<file path="config.mk">
export PLATFORM = sky130hd
export DESIGN_NAME = conbus_qarb
export DESIGN_NICKNAME = d
export VERILOG_FILES = /design/src/rtl/conbus_qarb.sv
export SDC_FILE = /design/constraint.sdc
export NUM_CORES = 1
export LEC_CHECK = 0
export CAP_MARGIN = 20
export CORE_MARGIN = 2
export CORE_UTILIZATION = 49
export CTS_CLUSTER_SIZE = 24
export DETAILED_ROUTE_END_ITERATION = 10
export GPL_TIMING_DRIVEN = 1
export HOLD_SLACK_MARGIN = 0.02
export PLACE_DENSITY = 0.76
export SYNTH_ARGS = -nofsm -noshare
export SYNTH_HDL_FRONTEND = slang
export SYNTH_SLANG_ARGS = --single-unit
</file>
<file path="constraint.sdc">
create_clock -name sys_clk -period 2.9 [get_ports sys_clk]
set_input_delay 0.725 -clock sys_clk [delete_from_list [all_inputs] [get_ports sys_clk]]
set_output_delay 0.725 -clock sys_clk [all_outputs]
set_load 0.02 [all_outputs]
</file>
<file path="src/rtl/conbus_qarb.sv">
// Eight-master round-robin bus arbiter with a per-grant transfer quota.
// A holder that keeps its request up past QUOTA transfers is forced off the bus.
module conbus_qarb #(
   parameter int QUOTA = 16,
   parameter int CNT_W = 5
) (
   input  logic       sys_clk,
   input  logic       sys_rst,
   input  logic [7:0] req,
   input  logic [7:0] lock,
   input  logic       ack,
   output logic [7:0] gnt,
   output logic [2:0] gnt_id,
   output logic       preempt
);

   localparam logic [CNT_W-1:0] QuotaC   = CNT_W'(QUOTA);
   localparam logic [CNT_W-1:0] QuotaM1C = (QUOTA == 0) ? '0 : CNT_W'(QUOTA - 1);

   logic [7:0]       gnt_q, gnt_d;
   logic [2:0]       gntId_q, gntId_d;
   logic [CNT_W-1:0] cnt_q, cnt_d;
   logic             preempt_q, preempt_d;
   logic             fresh_q, fresh_d;

   logic [2:0] cur;
   logic [2:0] idx;
   logic [2:0] nextId;
   logic       found;
   logic       other;
   logic       ackEff;
   logic       quotaHit;

   // Next-owner search, quota counting and handover decision for the coming edge.
   always_comb begin
      cur       = gntId_q;
      other     = |(req & ~(8'b1 << cur));
      nextId    = cur;
      found     = 1'b0;
      idx       = cur;
      for (int i = 1; i < 8; i++) begin
         idx = cur + 3'(i);
         if (!found && req[idx]) begin
            nextId = idx;
            found  = 1'b1;
         end
      end
      // An ack in the first cycle of a new grant belongs to the previous owner.
      ackEff    = ack & ~fresh_q;
      quotaHit  = (QUOTA != 0) && (cnt_q >= QuotaM1C);

      gntId_d   = gntId_q;
      cnt_d     = cnt_q;
      preempt_d = 1'b0;
      fresh_d   = 1'b0;

      if (!req[cur]) begin
         cnt_d = '0;
         if (other) begin
            gntId_d = nextId;
            fresh_d = 1'b1;
         end
      end else if (ackEff) begin
         if (quotaHit && !lock[cur] && other) begin
            gntId_d   = nextId;
            cnt_d     = '0;
            preempt_d = 1'b1;
            fresh_d   = 1'b1;
         end else if (cnt_q >= QuotaC) begin
            cnt_d = QuotaC;
         end else begin
            cnt_d = cnt_q + 1'b1;
         end
      end

      gnt_d = 8'b1 << gntId_d;
   end

   // Grant state registers; reset parks the bus on master 0.
   always_ff @(posedge sys_clk or posedge sys_rst) begin
      if (sys_rst) begin
         gnt_q     <= 8'h01;
         gntId_q   <= 3'd0;
         cnt_q     <= '0;
         preempt_q <= 1'b0;
         fresh_q   <= 1'b0;
      end else begin
         gnt_q     <= gnt_d;
         gntId_q   <= gntId_d;
         cnt_q     <= cnt_d;
         preempt_q <= preempt_d;
         fresh_q   <= fresh_d;
      end
   end

   assign gnt     = gnt_q;
   assign gnt_id  = gntId_q;
   assign preempt = preempt_q;

endmodule

</file>
==> summary.md <==
The synthesized design contains 18 register bits. After routing the design area is 0.00284 mm^2. The congestion estimate from routability-driven global placement came to 0.983. Summed over all layers, the global routing overflow is 0. Setup repair after global routing could not meet its margin everywhere. The region available for standard cell placement spans 0.00366 mm^2. Summed over its instances, the top area cell type makes up 22.7% of the synthesized netlist area. In the routed design, unresolved DRC markers number 0. The number of vias per cell after detailed routing was 6.20; the instance area at placement was 0.00257 mm^2. The floorplan step defined a die boundary enclosing 0.00434 mm^2.

In this run the worst setup path begins at gnt_id[0]. The largest clock skew in the final design was 3.33 ps. For this run, the top clock speed supported by timing is 339 MHz.

Wires add up to 5970 um. Clock latency on the worst-skew pair, taken at its later pin, is 260 ps. The worst setup path is captured at a flop.

The tools report the launch instance of the worst register-to-register path as gnt_id[0]. The share of synthesized flip-flops with an asynchronous set or reset came out at 100%. The horizontal extent of the die is 65.9 um. After synthesis, the most frequently instantiated cells are sky130_fd_sc_hd__dfrtp_1 (17), sky130_fd_sc_hd__mux4_2 (13), sky130_fd_sc_hd__nand2_1 (13). For the register area, the log shows 453 um^2. For this block, wires on met1 add up to 2290 um. Wire segments on met3 add up to 445 um in the final route. Total routing usage reported by global routing: 28.0%.

The number of max-cap violations is 0, and the first-pass GRT wire length is 9200 um. Minimum setup slack in the final design: -53.0 ps. The HPWL after detailed placement is 4190 um. The net count of the finished layout is 292.

The time the worst path needs with I/O delays and setup was 2950 ps; the total number of placement rows was 22. By area the synthesized netlist is led by sky130_fd_sc_hd__dfrtp_1 (23%), sky130_fd_sc_hd__mux4_2 (16%), sky130_fd_sc_hd__ha_1 (6.0%). The required time at the endpoint of the critical path is 3050 ps, and the endpoint arrival time on the critical path is 3100 ps. Once detail routing completed, the nets flagged for antenna violations numbered 0. In this run the vertical extent of the chip is 65.9 um. For the via total after detailed routing, the log shows 1927. The flow ran to the end, but the final reports show violations. The H-tree depth was 1; the number of enable flip-flop cells after synthesis was 0.

In the post-synthesis netlist, the cell with the most instances is sky130_fd_sc_hd__dfrtp_1. The tools report the maximum buffer depth of the clock tree as 2. Averaged over all synthesized cells, the footprint is 10.5 um^2. The number of global-route vias before repair was 1878; the ratio of cells with drive above 1 in the final layout was 45.2%.

For the final hold violation count, the log shows 0. The critical path is of the flop to flop type. The final-report max-slew violation count was 0. The tools report the total of hold buffers inserted after clock tree synthesis as 0. The synthesized netlist contains 57 unique library cells. Wire segments on met2 add up to 3090 um in the final route. For the synthesized cell area, the log shows 0.00188 mm^2.

sky130_fd_sc_hd__dfrtp_1 takes more of the synthesized area than any other cell. The clock net in this run drives a total of 18 sinks. Entering global routing, the biggest net connects 20 pins. The worst register-to-register path has a setup slack of -50 ps.

In this run the tightest slew margin relative to its limit is 53.3%. The path category of the worst min-delay check is flop to flop. Setup violations remaining at the end of the flow were counted as 5.

At the pin with the least slew margin, the transition time is 700 ps. Synthesis produced 178 cells. The wire length per cell is 19.2 um. Number of ports placed on the die boundary: 31. The synthesized netlist net count was 206. Among all flip-flop cells after synthesis, the most frequent one is sky130_fd_sc_hd__dfrtp_1. TritonCTS created 3 clock buffers. TritonCTS built the clock tree. Start point of the worst hold path: cnt_q[3]. For this configuration, the core starts out at a cell density of 51.3%.

In this run the tool buffered the top-level ports with 30 buffer cells. The period utilization was 102%. The clock transition at the registers of the reported paths came out at 70 ps. The area growth from synthesis to layout is 51.1%. Of all nets on the critical path, the largest fanout is 6.

For the count of filler cells inserted in the layout, the log shows 227. After detailed routing, no signal wire sits above met4. For this run, the detailed router's first-pass iteration total came to 5. After the first detailed-routing iteration, the DRC count stood at 148.

Kind of start point of the critical path: a flop. The run gives 0 as the count of synthesis-stage warnings from yosys. The number of antenna violations at the first check in global routing was 0. Of the synthesized area, sequential elements account for 24.1%. CTS placed an instance of sky130_fd_sc_hd__clkbuf_8 at the clock tree root.

The final reports fail on negative setup slack. The multi-input combinational cells in the finished layout cover a total of 0.00146 mm^2. The tools report the number of antenna repair diodes as 0.
## layout by cell type (no fill, tap or decap), types with 3 or more instances in the layout
cell type and n:
sky130_fd_sc_hd__mux2i_4 4, sky130_fd_sc_hd__mux2i_1 7, sky130_fd_sc_hd__a31oi_1 3, sky130_fd_sc_hd__dfrtp_1 16, sky130_fd_sc_hd__ha_1 5, sky130_fd_sc_hd__and3_1 3
sky130_fd_sc_hd__nor2_1 7, sky130_fd_sc_hd__buf_6 4, sky130_fd_sc_hd__ha_4 3, sky130_fd_sc_hd__clkbuf_8 4, sky130_fd_sc_hd__nor3b_2 5, sky130_fd_sc_hd__dlygate4sd2_1 7
sky130_fd_sc_hd__buf_4 54, sky130_fd_sc_hd__o21ai_0 8, sky130_fd_sc_hd__nand3_1 4, sky130_fd_sc_hd__nand2_1 13, sky130_fd_sc_hd__o22ai_1 3, sky130_fd_sc_hd__mux4_2 13
sky130_fd_sc_hd__a21oi_2 3, sky130_fd_sc_hd__clkdlybuf4s50_1 22, sky130_fd_sc_hd__mux2_2 4, sky130_fd_sc_hd__o21ai_1 3, sky130_fd_sc_hd__inv_1 10
## final cells by class
| cell class | count | area share [%] |
|---|---|---|
| clock buffer | 4 | 1.94 |
| inverter | 13 | 1.85 |
| multi-input combinational | 139 | 51.6 |
| sequential | 18 | 16.0 |
| tap | 48 | 2.12 |
| timing repair buffer | 89 | 26.5 |
## sequential cells by signal, indices dropped and copies added, names as in the netlist
register / count
gnt_id: 3
preempt: 1
cnt_q: 5
fresh_q: 1
gnt: 8
## critical path: stages, from the launching register on
cell and delay [ps]:
sky130_fd_sc_hd__dfrtp_2 430, sky130_fd_sc_hd__clkinvlp_4 130, sky130_fd_sc_hd__ha_4 340, sky130_fd_sc_hd__mux4_2 570, sky130_fd_sc_hd__mux2i_4 190, sky130_fd_sc_hd__nand4_1 200
sky130_fd_sc_hd__nor3b_2 310, sky130_fd_sc_hd__a41oi_2 180, sky130_fd_sc_hd__o22ai_4 260, sky130_fd_sc_hd__buf_6 190, sky130_fd_sc_hd__nor3b_4 50
## cells by family after synthesis
group	synth area share [%]
simple gates	15.4
compound gates	19.2
mux	27.7
buf+inv	5.93
flops	24.1
fa+ha+maj	6.00
xor+xnor	1.73
## through the flow
stage / worst slack, ps / TNS (ps) / hold slack [ps] / cells / util, %
floorplan: -221 / -1650 / 467 / 178 / -
global placement: -498 / -5290 / 500 / 297 / 70.1
detailed placement: -555 / -6030 / 513 / 297 / 70.1
CTS: 15.3 / 0 / 524 / 304 / 73.9
global route: -150 / -1050 / 560 / 311 / 77.4
finish: -53.0 / -172 / 524 / 311 / 77.4
## path summary, 6_finish.rpt
check / cells past startpoint / end
max: 10 / gnt[3]
max in group asynchronous: 2 / gnt_id[0]
min reg2reg: 1 / cnt_q[3]
min in group asynchronous: 2 / gnt[6]
min: 1 / cnt_q[3]
max reg2reg: 10 / gnt[3]
## timing repair
| action | 4_1_cts | 5_1_grt |
|---|---|---|
| pin swaps | 4 | 7 |
| setup endpoints to repair | 13 | 11 |
| setup buffers | 3 | 7 |
| gates resized for setup | 21 | 18 |
## layer usage
metal / up-vias / GRT usage, %
met3: 12 / 4.09
met1: 943 / 37.1
met4: 0 / 10.4
met5: - / 0
met2: 110 / 46.2
li1: 862 / -
Power is left out: the tool's default activity adds up to more than one toggle a clock period on the data nets, which glitch-free logic cannot reach.
